### config.mk
export PLATFORM = sky130hd
export DESIGN_NAME = uart_tx_mmio_ctrl_flat
export DESIGN_NICKNAME = d
export VERILOG_FILES = /design/src/rtl/uart_tx_mmio_ctrl_if.sv /design/src/rtl/uart_tx_mmio_ctrl.sv /design/src/flat_wrapper.sv
export SDC_FILE = /design/constraint.sdc
export NUM_CORES = 1
export LEC_CHECK = 0
export BUFFER_PORTS_ARGS = -buffer_cell sky130_fd_sc_hd__buf_2
export CORE_MARGIN = 2
export CORE_UTILIZATION = 40
export CTS_CLUSTER_SIZE = 24
export DETAILED_ROUTE_END_ITERATION = 8
export MAX_ROUTING_LAYER = met4
export PLACE_DENSITY = 0.74
export SYNTH_ARGS = -nofsm -noshare
export SYNTH_HDL_FRONTEND = slang
export SYNTH_SLANG_ARGS = --single-unit
### constraint.sdc
create_clock -name clk -period 3.4 [get_ports clk]
set_input_delay 0.68 -clock clk [delete_from_list [all_inputs] [get_ports clk]]
set_output_delay 0.68 -clock clk [all_outputs]
set_load 0.02 [all_outputs]
### src/rtl/uart_tx_mmio_ctrl_if.sv
// Core load/store bus and UART transmitter handshake
// seen by the UART TX MMIO controller.
interface uart_tx_mmio_ctrl_if;
  logic        mem_valid;
  logic        MemRW_in;
  logic [2:0]  funct3;
  logic [31:0] addr_ALU_OUT;
  logic [31:0] data_w;
  logic [31:0] data_r;
  logic [31:0] dataR_mmu;
  logic        dm_we;
  logic [31:0] dm_addr;
  logic [2:0]  dm_funct3;
  logic [7:0]  uart_tx_data;
  logic        tx_start;
  logic        tx_done;
  logic        irq_tx_empty;

  modport slave (
    input  mem_valid, MemRW_in, funct3,
    input  addr_ALU_OUT, data_w, dataR_mmu,
    input  tx_done,
    output data_r, dm_we, dm_addr, dm_funct3,
    output uart_tx_data, tx_start, irq_tx_empty
  );

  modport master (
    output mem_valid, MemRW_in, funct3,
    output addr_ALU_OUT, data_w, dataR_mmu,
    output tx_done,
    input  data_r, dm_we, dm_addr, dm_funct3,
    input  uart_tx_data, tx_start, irq_tx_empty
  );
endinterface

### src/rtl/uart_tx_mmio_ctrl.sv
// UART TX register window: TXDATA byte FIFO, STATUS, CTRL,
// transmitter sequencing and data-memory pass-through.
module uart_tx_mmio_ctrl #(
  parameter logic [31:0] BASE_ADDR  = 32'h0000_1600,
  parameter int          FIFO_DEPTH = 4
) (
  input logic               clk,
  input logic               rst_n,
  uart_tx_mmio_ctrl_if.slave bus
);
  localparam int PTR_W = $clog2(FIFO_DEPTH);
  localparam int CNT_W = PTR_W + 1;
  localparam logic [CNT_W-1:0] CNT_FULL = CNT_W'(FIFO_DEPTH);

  localparam logic [1:0] S_IDLE  = 2'd0;
  localparam logic [1:0] S_START = 2'd1;
  localparam logic [1:0] S_WAIT  = 2'd2;

  logic [1:0]       state_q, state_d;
  logic [7:0]       mem_q [FIFO_DEPTH];
  logic [7:0]       mem_d [FIFO_DEPTH];
  logic [PTR_W-1:0] wr_ptr_q, wr_ptr_d;
  logic [PTR_W-1:0] rd_ptr_q, rd_ptr_d;
  logic [CNT_W-1:0] cnt_q, cnt_d;
  logic             ovf_q, ovf_d;
  logic [7:0]       tx_data_q, tx_data_d;

  logic hit_tx, hit_st, hit_ct, uart_hit;
  logic push_req, push, pop, flush, clr_ovf;
  logic fifo_empty, fifo_full, fsm_idle;
  logic unused_ok;

  // Address decode of the three UART registers
  always_comb begin
    hit_tx   = bus.mem_valid & (bus.addr_ALU_OUT == BASE_ADDR);
    hit_st   = bus.mem_valid & (bus.addr_ALU_OUT == BASE_ADDR + 32'd4);
    hit_ct   = bus.mem_valid & (bus.addr_ALU_OUT == BASE_ADDR + 32'd8);
    uart_hit = hit_tx | hit_st | hit_ct;
  end

  assign fifo_empty = (cnt_q == '0);
  assign fifo_full  = (cnt_q == CNT_FULL);
  assign fsm_idle   = (state_q == S_IDLE);

  assign bus.dm_we        = bus.mem_valid & bus.MemRW_in & ~uart_hit;
  assign bus.dm_addr      = bus.addr_ALU_OUT;
  assign bus.dm_funct3    = bus.funct3;
  assign bus.uart_tx_data = tx_data_q;
  assign bus.tx_start     = (state_q == S_START);
  assign bus.irq_tx_empty = fsm_idle & fifo_empty;

  assign unused_ok = ^bus.data_w[31:8];

  // Load data mux: STATUS, zero for other UART regs, else memory
  always_comb begin
    bus.data_r = bus.dataR_mmu;
    unique case (1'b1)
      hit_st: bus.data_r = {27'b0, ovf_q, ~fsm_idle, fifo_empty,
                            fifo_full, fsm_idle & fifo_empty};
      hit_tx,
      hit_ct: bus.data_r = 32'h0;
      default: ;
    endcase
  end

  // Transmitter sequencing: pop in IDLE, pulse START, wait for done
  always_comb begin
    state_d   = state_q;
    tx_data_d = tx_data_q;
    pop       = 1'b0;
    case (state_q)
      S_IDLE: begin
        if (!fifo_empty) begin
          pop       = 1'b1;
          tx_data_d = mem_q[rd_ptr_q];
          state_d   = S_START;
        end
      end
      S_START: state_d = S_WAIT;
      S_WAIT:  if (bus.tx_done) state_d = S_IDLE;
      default: state_d = S_IDLE;
    endcase
  end

  // FIFO pointers, count and sticky overflow; flush has priority
  always_comb begin
    push_req = hit_tx & bus.MemRW_in;
    flush    = hit_ct & bus.MemRW_in & bus.data_w[1];
    clr_ovf  = hit_ct & bus.MemRW_in & bus.data_w[0];
    push     = push_req & ~flush & (~fifo_full | pop);
    mem_d    = mem_q;
    wr_ptr_d = wr_ptr_q;
    rd_ptr_d = rd_ptr_q;
    cnt_d    = cnt_q;
    ovf_d    = ovf_q;
    if (flush) begin
      wr_ptr_d = '0;
      rd_ptr_d = '0;
      cnt_d    = '0;
    end else begin
      if (push) begin
        mem_d[wr_ptr_q] = bus.data_w[7:0];
        wr_ptr_d = wr_ptr_q + PTR_W'(1);
      end
      if (pop) rd_ptr_d = rd_ptr_q + PTR_W'(1);
      cnt_d = cnt_q + CNT_W'(push) - CNT_W'(pop);
    end
    if (clr_ovf) begin
      ovf_d = 1'b0;
    end else if (push_req & fifo_full & ~pop & ~flush) begin
      ovf_d = 1'b1;
    end
  end

  // State registers
  always_ff @(posedge clk or negedge rst_n) begin
    if (!rst_n) begin
      state_q   <= S_IDLE;
      mem_q     <= '{default: 8'h00};
      wr_ptr_q  <= '0;
      rd_ptr_q  <= '0;
      cnt_q     <= '0;
      ovf_q     <= 1'b0;
      tx_data_q <= 8'h00;
    end else begin
      state_q   <= state_d;
      mem_q     <= mem_d;
      wr_ptr_q  <= wr_ptr_d;
      rd_ptr_q  <= rd_ptr_d;
      cnt_q     <= cnt_d;
      ovf_q     <= ovf_d;
      tx_data_q <= tx_data_d;
    end
  end
endmodule

### src/flat_wrapper.sv
// flat-port wrapper written by rule: the top's interface ports become plain ports
module uart_tx_mmio_ctrl_flat 
#(
  parameter logic [31:0] BASE_ADDR  = 32'h0000_1600,
  parameter int          FIFO_DEPTH = 4
)
  (clk, rst_n, bus_mem_valid, bus_MemRW_in, bus_funct3, bus_addr_ALU_OUT, bus_data_w, bus_dataR_mmu, bus_tx_done, bus_data_r, bus_dm_we, bus_dm_addr, bus_dm_funct3, bus_uart_tx_data, bus_tx_start, bus_irq_tx_empty);
  uart_tx_mmio_ctrl_if bus_i ();
  input logic clk;
  input logic rst_n;
  input wire logic [$bits(bus_i.mem_valid)-1:0] bus_mem_valid;
  input wire logic [$bits(bus_i.MemRW_in)-1:0] bus_MemRW_in;
  input wire logic [$bits(bus_i.funct3)-1:0] bus_funct3;
  input wire logic [$bits(bus_i.addr_ALU_OUT)-1:0] bus_addr_ALU_OUT;
  input wire logic [$bits(bus_i.data_w)-1:0] bus_data_w;
  input wire logic [$bits(bus_i.dataR_mmu)-1:0] bus_dataR_mmu;
  input wire logic [$bits(bus_i.tx_done)-1:0] bus_tx_done;
  output wire logic [$bits(bus_i.data_r)-1:0] bus_data_r;
  output wire logic [$bits(bus_i.dm_we)-1:0] bus_dm_we;
  output wire logic [$bits(bus_i.dm_addr)-1:0] bus_dm_addr;
  output wire logic [$bits(bus_i.dm_funct3)-1:0] bus_dm_funct3;
  output wire logic [$bits(bus_i.uart_tx_data)-1:0] bus_uart_tx_data;
  output wire logic [$bits(bus_i.tx_start)-1:0] bus_tx_start;
  output wire logic [$bits(bus_i.irq_tx_empty)-1:0] bus_irq_tx_empty;
  assign bus_i.mem_valid = bus_mem_valid;
  assign bus_i.MemRW_in = bus_MemRW_in;
  assign bus_i.funct3 = bus_funct3;
  assign bus_i.addr_ALU_OUT = bus_addr_ALU_OUT;
  assign bus_i.data_w = bus_data_w;
  assign bus_i.dataR_mmu = bus_dataR_mmu;
  assign bus_i.tx_done = bus_tx_done;
  assign bus_data_r = bus_i.data_r;
  assign bus_dm_we = bus_i.dm_we;
  assign bus_dm_addr = bus_i.dm_addr;
  assign bus_dm_funct3 = bus_i.dm_funct3;
  assign bus_uart_tx_data = bus_i.uart_tx_data;
  assign bus_tx_start = bus_i.tx_start;
  assign bus_irq_tx_empty = bus_i.irq_tx_empty;
  uart_tx_mmio_ctrl #(.BASE_ADDR(BASE_ADDR), .FIFO_DEPTH(FIFO_DEPTH)) u_core (.clk(clk), .rst_n(rst_n), .bus(bus_i));
endmodule
# == Word level (Yosys, flattened, before mapping) ==
# Cells that the tools add are included.
# word_totals
register_bits,50
latch_bits,0
ram_bits,0
rom_bits,0
inputBits,104
output_inout_bits,78
mem_count,0
# op_classes
n_addsub,4
multipliers,0
n_div,0
order_cmp,3
eq_ne,8
shift,0
muxes,19
n_bitwise,26
n_reduce_logical,10
# op_table
op,n
$eq 32x13->1 const B,3
$pmux 32 s2,1
$bwmux 32,1
$mux 8,3
$bmux 8 s2,1
$demux 8 s2,1
$and 1x1->1,15
$mux 2,6
$ge 3x3->1 const B,2
$not 1->1,6
$not 2->3,2
$pmux 2 s3,1
$reduce_and 2->1,3
$reduce_bool 2->1,3
$add 2x1->2 const B,2
$mux 1,4
$ne 2x2->1 const B,2
$add 3x1->3,1
$eq 3x3->1 const B,1
$logic_not 3->1,1
$lt 3x1->1 const B,1
$mux 3,1
$or 1x1->1,3
$sub 3x1->3,1
other kinds (5),5

# == Logic depth before layout (Yosys ltp) ==
# Gate-level depths: netlist of run 1.
# depth
word_depth,10
ltp_mapped,10
ltp_nobuf,10

# == Worst setup path after synthesis of run 1 ==
# Ideal clock, no wire load.
# synth_path
path_kind,input-to-output
from,input port bus_addr_ALU_OUT[13]
to,output port bus_data_r[26]
t_arrival_ps,2282
path_slack_ps,438
cell_stages,6
n_path_buf,2
path_cell_list,nor4b_4 > and4_1 > and4_1 > clkbuf_1 > clkbuf_1 > and2b_1
# synth_via
elab_chain_len,4
elab_cells_between_ends,8
# synth_lines
item,line_no,text
from (decl),flat_wrapper.sv:14,input wire logic [$bits(bus_i.addr_ALU_OUT)-1:0] bus_addr_ALU_OUT;
"$eq 32x13->1, on equally long branches","uart_tx_mmio_ctrl.sv:37, uart_tx_mmio_ctrl.sv:35",
"$and 1x1->1, on equally long branches","uart_tx_mmio_ctrl.sv:37, uart_tx_mmio_ctrl.sv:35",
$reduce_or 2->1,uart_tx_mmio_ctrl.sv:57,unique case (1'b1)
$pmux 32 s2 *,uart_tx_mmio_ctrl.sv:57,
to (decl),flat_wrapper.sv:18,output wire logic [$bits(bus_i.data_r)-1:0] bus_data_r;
# Mark *: on every way between the ends. The rest lies on a longest branch, timed or not.

# == Worst setup path in the final report of run 1 ==
# Ends and elaborated chain as after synthesis.

==> flow_summary.toml, run 1 <==
[synth]
yosys-top-cells-count = "50 x dfrtp_1, 35 x buf_4, 29 x mux2_2"
yosysWarnings = 0
synth_edf_count = 0
avgSynthCellArea_um2 = 12.2
netlist_instances = 265
ys_ff_latch = 50
syn-num-nets = 376
yosysTopAreaCellShare = 0.387
synth_cell_types = 45
synth_top_area_cell = "dfrtp_1"
synth_most_common_cell = "dfrtp_1"
synthFlopType = "dfrtp_1"
synthTopCellsByArea = "dfrtp_1 39%, mux2_2 10%, buf_4 8.1%"
ys_seq_area_frac = 0.387
syn_area_mm2 = 0.00323
async_reset_ff_frac = 1.00

[min_path]
holdCritPathClass = "register to register"

[floorplan]
row_count = 32
start_util = 0.416
core-area_mm2 = 0.00777
die-area_mm2 = 0.00881
die_y_um = 93.9
io_pins = 182
die_w_um = 93.9

[worst_setup_path]
path_max_fanout = 28
arrival_ns = 2.39
cp_slowest_cell = "nor4b_4"
max_stage_delay_ns = 0.38
crit_chain = "buf_2 -> nor4b_4 -> and4_1 -> and4_1 -> buf_4 -> and2b_1 -> buf_2"
critPathLaunchType = "input port"
crit_required_ns = 2.72
crit_type = "input port to output port"
critPathCaptureType = "output port"

[detailed_routing]
vias = 2422
route.antenna.remaining_nets = 0
drt_iter0_drc = 95
first_pass_iters = 4
routedWlPerCell_um = 16.0
totalWireLength_um = 7770
drcViolationCount = 0
viasPerCell = 4.97

[global_route]
grt_max_degree = 51
grt_pass1_wl_um = 12400
track_usage = 0.184
gr-total-overflow = 0
antenna_found_initial = 0
grt_pass1_vias = 2445

[timing]
maxSlewViolCount = 0
setup_viol = 0
worst_slack_ns = 0.331
tightestPinTransition_ns = 1.08
fin_skew_ns = 0.0121
rsz0062_at_grt = "no"
hold_viol = 0
maxSlewHeadroom = 0.281
clock.fmax_ghz = 0.326
setup_tns_ns = 0
fin_crit_sh = 0.903
period_minus_slack_ns = 3.07

[cells_and_area]
diodes = 0
area_growth_pct = 23.4
final_nets = 495
drive_above_1_share = 0.584
fill_cells = 701

[job]
drv_cap = 0

[cts]
cts_setup_buffers = 0
clockBufferDepth = 2
path_clk_slew_ns = 0.08
post_cts_resized = 0
cts-hold-fix-buffers = 0
numCtsBuffers = 5
tritoncts = "built"
cts_htree_levels = 2
clkLatencyLatePin_ns = 0.31
cts-root-buf = "clkbuf_8"
cts_sinks = 50

[outcome]
status = "complete, no violations"

[pwr]
irDropWorstVdd_mv = 0.167
p_leak_nw = 2.08
p_per_area_mw_per_mm2 = 370
p_total_mw = 1.47

[place]
place.gp.congestion = 0.833
hpwl_um = 6180
numPortBuffers = 151
place_ws_ns = 0.349
worst max-delay path, delay by kind of cell:
kind / cells / cell delay, ns
AND/OR/NAND/NOR: 4 / 1.16
buffers and inverters: 3 / 0.54
cell usage in the layout (no fill, tap or decap), types with 3 or more instances in the layout:
| cell | instances |
|---|---|
| a221o_1 | 4 |
| a31oi_1 | 4 |
| and2b_1 | 4 |
| and3_1 | 5 |
| buf_2 | 151 |
| buf_4 | 4 |
| clkbuf_8 | 5 |
| dfrtp_1 | 50 |
| ha_1 | 6 |
| inv_1 | 8 |
| mux2_1 | 3 |
| mux2_2 | 29 |
| mux2_4 | 8 |
| mux4_2 | 8 |
| nand2_1 | 11 |
| nand3_1 | 4 |
| nor2_1 | 8 |
| nor2b_1 | 25 |
| nor3_1 | 5 |
| nor4_4 | 9 |
path summary, 6_finish.rpt:
path	end	slack, ns	from	depth (start not counted)
max in group asynchronous	u_core.state_q[0]$_DFFE_PN0P_	2.17	rst_n	1
min in group asynchronous	u_core.bus.uart_tx_data[5]$_DFFE_PN0P_	0.57	rst_n	1
hold reg to reg	u_core.mem_q[1]$_DFFE_PN0P_	0.50	u_core.mem_q[1]$_DFFE_PN0P_	1
setup reg to reg	u_core.cnt_q[2]$_DFF_PN0_	0.63	u_core.cnt_q[1]$_DFF_PN0_	10
setup / recovery	bus_data_r[26]	0.33	bus_addr_ALU_OUT[13]	7
hold / removal	u_core.mem_q[1]$_DFFE_PN0P_	0.50	u_core.mem_q[1]$_DFFE_PN0P_	1
layout make-up:
| class | instances | area [um^2] | share of cell area |
|---|---|---|---|
| Timing Repair Buffer | 155 | 786 | 0.197 |
| Sequential cell | 50 | 1250 | 0.314 |
| Multi-Input combinational cell | 164 | 1660 | 0.415 |
| Clock inverter | 3 | 68.8 | 0.0173 |
| Inverter | 8 | 30.0 | 0.00753 |
| Clock buffer | 5 | 68.8 | 0.0173 |
| Tap cell | 102 | 128 | 0.0320 |
stage by stage:
step / cells / util / cell area, um^2 / hold slack, ns
6_report: 487 / 0.513 / 3990 / 0.496
5_1_grt: 487 / 0.513 / 3990 / 0.519
4_1_cts: 487 / 0.513 / 3990 / 0.497
3_5_place_dp: 479 / 0.496 / 3850 / 0.477
3_3_place_gp: 479 / 0.496 / 3850 / 0.463
2_1_floorplan: 265 / - / 3230 / 0.384
where the power goes:
part	leakage, nW	switching [mW]	internal [mW]
Combinational	1.33	0.209	0.147
Sequential	0.678	0.0194	0.605
Clock	0.0683	0.199	0.295
logic make-up after synthesis:
group / count (synthesis) / synth area share
AO/OA/AOI/OAI: 20 / 0.0511
XOR/XNOR: 4 / 0.0108
multiplexers: 48 / 0.204
AND/OR/NAND/NOR: 85 / 0.217
flip-flops: 50 / 0.387
buffers and inverters: 51 / 0.100
adder cells (fa/ha/maj): 7 / 0.0294
layer usage:
layer | wire (um) | up-vias | global-route usage
met1 | 3520 | 1181 | 0.248
met3 | 570 | 4 | 0.0465
met4 | 38 | 0 | 0.0326
met5 | 0 | - | -
li1 | - | 1161 | -
met2 | 3640 | 76 | 0.287
registers in the layout (all words and copies together), names as in the netlist:
register / flops
u_core.bus.uart_tx_data: 8
u_core.cnt_q: 3
u_core.mem_q: 32
u_core.ovf_q: 1
u_core.rd_ptr_q: 2
u_core.state_q: 2
u_core.wr_ptr_q: 2
Power figures use the tool's default switching activity.
==> inputs of run 2 (changes only) <==
CAP_MARGIN = 20   (was not set)
REMOVE_ABC_BUFFERS = 1   (was not set)
==> run 2 against run 1 <==
  * Routed wire length is 17% higher
  * Sequential power about the same
  * Non-clock buffer count is the same
  * Core utilization increased by 0.064 points
  * Sequential cell count unchanged
  * Largest cell class unchanged
  * Fmax rose by 3.2%
  * Global-route usage is 2.5 points higher
  * Clock power decreased by 15%
  * Total power down 4.3%
  * Critical path type unchanged
==> flow_summary.toml, run 2 (synthesis gave the netlist of run 1 again) <==
[outcome]
status = "complete, no violations"

[cells_and_area]
final_cell_mix = "151 x buf_2, 50 x dfrtp_1, 29 x mux2_2"
fill_cells = 715
final_nets = 495
area_growth_pct = 23.6
multi_input_area_mm2 = 0.00166
final_common_cell = "buf_2"
drive_above_1_share = 0.582
postLayoutCellArea_mm2 = 0.00399
top_register = "u_core.mem_q"
largest_reg_flops = 32
final-seq-area_mm2 = 0.00125

[timing]
maxSlewViolCount = 0
setup_tns_ns = 0
maxSlewHeadroom = 0.311
rsz0062_at_grt = "no"
tightestPinTransition_ns = 1.03
fin_skew_ns = 0.00667
setup_viol = 0
period_minus_slack_ns = 2.97
fin_crit_sh = 0.875
clock.fmax_ghz = 0.336
hold_viol = 0

[worst_setup_path]
max_stage_delay_ns = 0.39
arrival_ns = 2.29
crit_family = "simple AND/OR/NAND/NOR gates"
critPathCaptureType = "output port"
cp_slowest_cell = "nor4b_4"
path_max_fanout = 28
crit_required_ns = 2.72
crit_type = "input port to output port"
worst-path-buf-inv = 3
crit_chain = "buf_2 -> nor4b_4 -> and4_1 -> and4_1 -> buf_12 -> and2b_1 -> buf_2"
critPathLaunchType = "input port"

[cts]
clockBufferDepth = 2
post_cts_resized = 0
cts_htree_levels = 2
path_clk_slew_ns = 0.09
tritoncts = "built"
clkLatencyLatePin_ns = 0.31
numCtsBuffers = 5
cts-root-buf = "clkbuf_8"
cts_setup_buffers = 0
cts_sinks = 50
cts-hold-fix-buffers = 0

[place]
placed_area_mm2 = 0.00385
hpwl_um = 7190
place.gp.congestion = 0.964
numPortBuffers = 151

[job]
drv_cap = 0

[floorplan]
start_util = 0.416
die_w_um = 93.9
die-area_mm2 = 0.00881
core-area_mm2 = 0.00777
io_pins = 182
row_count = 32
die_y_um = 93.9

[detailed_routing]
drcViolationCount = 0
totalWireLength_um = 9070
viasPerCell = 5.13
drt_iter0_drc = 105
vias = 2515
first_pass_iters = 4
route.antenna.remaining_nets = 0
routedWlPerCell_um = 18.5

[pwr]
power_frac_clock = 0.297
p_per_area_mw_per_mm2 = 353
swShare = 0.309
p_leak_nw = 2.07
p_int_uw = 975
irDropWorstVdd_mv = 0.146
p_switching_uw = 436
seq_power_share = 0.443
p_comb_frac = 0.260

[global_route]
grt_pass1_wl_um = 13600
grt_pass1_vias = 2476
grt_max_degree = 51
antenna_found_initial = 2
track_usage = 0.209
gr-total-overflow = 0

[min_path]
holdCritPathClass = "input port to asynchronous set/reset pin"
[run 2: cell types whose count changed in the layout (fill, tap and decap cells not counted)]
cell	change
bufinv_16	-1
buf_4	-2
clkinvlp_4	+1
clkbuf_1	+1
buf_12	+2
diode_2	+3
clkinv_4	-1
[run 2: worst paths after layout]
check,from,to,slack [ns],cells past startpoint
max reg2reg,u_core.cnt_q[1]$_DFF_PN0_,u_core.cnt_q[2]$_DFF_PN0_,0.55,10
min,rst_n,u_core.bus.uart_tx_data[2]$_DFFE_PN0P_,0.22,1
min in group clk,u_core.mem_q[8]$_DFFE_PN0P_,u_core.mem_q[8]$_DFFE_PN0P_,0.49,1
max in group asynchronous,rst_n,u_core.wr_ptr_q[0]$_DFFE_PN0P_,2.69,2
min reg2reg,u_core.mem_q[8]$_DFFE_PN0P_,u_core.mem_q[8]$_DFFE_PN0P_,0.49,1
max,bus_addr_ALU_OUT[8],bus_data_r[22],0.43,7
[run 2: power groups by stage]
stage                     clock, mW  combinational (mW)  sequential (mW)
after floorplan                   0               0.180            0.631
after detailed placement          0               0.363            0.637
final                         0.419               0.367            0.625
after global routing          0.452               0.400            0.627
after CTS                     0.422               0.364            0.625
after global placement            0               0.355            0.636
[run 2: through the flow]
step                      utilization  hold WS (ns)  cells  worst slack, ns  total power, mW
after floorplan                     -         0.384    222            0.495            0.811
after global placement          0.496         0.464    478            0.465            0.992
after detailed placement        0.496         0.476    478            0.448             1.00
after CTS                       0.510         0.495    486            0.445             1.41
after global routing            0.514         0.221    490            0.340             1.48
final                           0.514         0.218    490            0.426             1.41
[run 2: routing by layer]
metal  track usage  up-vias  share of wire
met1         0.311     1245           0.49
met3        0.0530       18          0.055
met4        0.0628        0          0.018
met2         0.280       80           0.44
li1              -     1172              -
met5             -        -              0
[run 2: cell type report]
type	instances	area share
multi-input cells	164	0.415
flip-flops and latches	50	0.313
clock inverters	2	0.00940
inverters	8	0.00752
diodes	3	0.00188
repair buffers	155	0.203
clock buffers	6	0.0182
well taps	102	0.0320
[run 2: worst reg2reg max path, stage by stage, from the launching register on]
cell     delay (ns)
dfrtp_1        0.45
nor3_1         0.12
nor3_2         0.78
ha_1           0.37
inv_1          0.06
ha_1           0.13
inv_1          0.05
fa_1           0.37
xor2_1         0.16
xnor2_1        0.13
a31oi_1        0.16
==> inputs of run 3 (changes only) <==
CORE_UTILIZATION = 45   (was 40)
PLACE_DENSITY = 0.81   (was 0.74)
==> run 3 against run 2 <==
  * Register-to-register slack better by 0.04 ns
  * Largest cell class unchanged
  * First-iteration DRC count is 10% higher
  * Global-route usage up 1.6 points
==> flow_summary.toml, run 3 (synthesis gave the netlist of run 1 again) <==
[floorplan]
die-area_mm2 = 0.00787
io_pins = 182
core-area_mm2 = 0.00687
row_count = 30
die_w_um = 88.7
die_y_um = 88.7
start_util = 0.470

[timing]
fin_skew_ns = 0.00448
tightestPinTransition_ns = 0.999
setup_tns_ns = 0
clock.fmax_ghz = 0.333
setup_viol = 0
maxSlewViolCount = 0
fin_crit_sh = 0.883
period_minus_slack_ns = 3.00
hold_viol = 0
rsz0062_at_grt = "no"
maxSlewHeadroom = 0.330

[cells_and_area]
drive_above_1_share = 0.584
finalNonFillerCells = 482
final_cell_mix = "151 x buf_2, 50 x dfrtp_1, 29 x mux2_2"
top_register = "u_core.mem_q"
final_common_cell = "buf_2"
multi_input_area_mm2 = 0.00166
area_growth_pct = 23.2
fin_util = 0.579
fill_cells = 576
final_nets = 495
postLayoutCellArea_mm2 = 0.00398
final-seq-area_mm2 = 0.00125
largest_reg_flops = 32

[outcome]
status = "complete, no violations"

[cts]
cts-hold-fix-buffers = 0
path_clk_slew_ns = 0.09
cts_setup_buffers = 0
tritoncts = "built"
cts-root-buf = "clkbuf_8"
cts_htree_levels = 2
cts_sinks = 50
post_cts_resized = 0
numCtsBuffers = 5
clockBufferDepth = 2
clkLatencyLatePin_ns = 0.30

[global_route]
grt_max_degree = 51
grt_pass1_vias = 2537
grt_pass1_wl_um = 13100
use_met3 = 0.0597
gr-total-overflow = 0
track_usage = 0.225
grt.busiest_layer = "met2"
antenna_found_initial = 1
use_met2 = 0.334
use_met1 = 0.307

[place]
placed_area_mm2 = 0.00383
dpl.cell_count = 472
numPortBuffers = 151
hpwl_um = 6680
place.gp.congestion = 0.920

[worst_setup_path]
crit_required_ns = 2.72
critPathLaunchType = "input port"
r2r_slack_ns = 0.59
critPathCaptureType = "output port"
crit_type = "input port to output port"
arrival_ns = 2.32
path_max_fanout = 28

[detailed_routing]
viasPerCell = 5.15
route.antenna.remaining_nets = 0
first_pass_iters = 4
drt_iter0_drc = 116
routedWlPerCell_um = 17.8
drcViolationCount = 0
vias = 2483
totalWireLength_um = 8590

[pwr]
p_per_area_mw_per_mm2 = 354
irDropWorstVdd_mv = 0.149
p_leak_nw = 2.07

[job]
drv_cap = 0

[min_path]
holdCritPathClass = "input port to asynchronous set/reset pin"
[run 3: cell types whose count changed in the layout (fill, tap and decap cells not counted), sizes merged]
cell	previous run	this run
diode	3	1
clkinvlp	1	2
clkbuf	6	5
[run 3: area by class of cell]
cell class,count,area share
clock inverter,3,0.0113
inverter,8,0.00755
sequential,50,0.314
antenna,1,0.000629
clock buffer,5,0.0173
multi-input combinational,164,0.416
timing repair buffer,155,0.203
tap,96,0.0302
[run 3: routing by layer]
| layer | vias to the layer above | share of wire |
|---|---|---|
| met4 | 0 | 0.010 |
| li1 | 1170 | - |
| met2 | 77 | 0.47 |
| met1 | 1224 | 0.45 |
| met3 | 12 | 0.062 |
| met5 | - | 0 |
[run 3: worst paths after layout]
check / start / to / depth (start not counted)
worst max-delay path: bus_addr_ALU_OUT[13] / bus_data_r[22] / 7
worst min-delay path: rst_n / u_core.bus.uart_tx_data[2]$_DFFE_PN0P_ / 1
worst max register to register: u_core.cnt_q[1]$_DFF_PN0_ / u_core.cnt_q[2]$_DFF_PN0_ / 10
worst min register to register: u_core.mem_q[9]$_DFFE_PN0P_ / u_core.mem_q[9]$_DFFE_PN0P_ / 1
max in group asynchronous: rst_n / u_core.mem_q[0]$_DFFE_PN0P_ / 2
min in group clk: u_core.mem_q[9]$_DFFE_PN0P_ / u_core.mem_q[9]$_DFFE_PN0P_ / 1
[run 3: stage by stage]
stage / worst slack (ns) / power [mW] / hold WS [ns]
global route: 0.316 / 1.48 / 0.448
floorplan: 0.495 / 0.811 / 0.384
detailed placement: 0.398 / 0.997 / 0.476
CTS: 0.397 / 1.41 / 0.496
finish: 0.397 / 1.41 / 0.398
global placement: 0.426 / 0.988 / 0.461
[run 3: where the power goes]
group	switching, mW	internal (mW)	total (mW)
combinational	0.213	0.151	0.364
clock	0.202	0.219	0.421
sequential	0.0195	0.605	0.625
[run 3: worst max-delay path, cell delays in order]
cell	delay [ns]
buf_2	0.12
nor4b_4	0.39
and4_1	0.30
and4_1	0.19
buf_4	0.26
and2b_1	0.21
buf_2	0.15
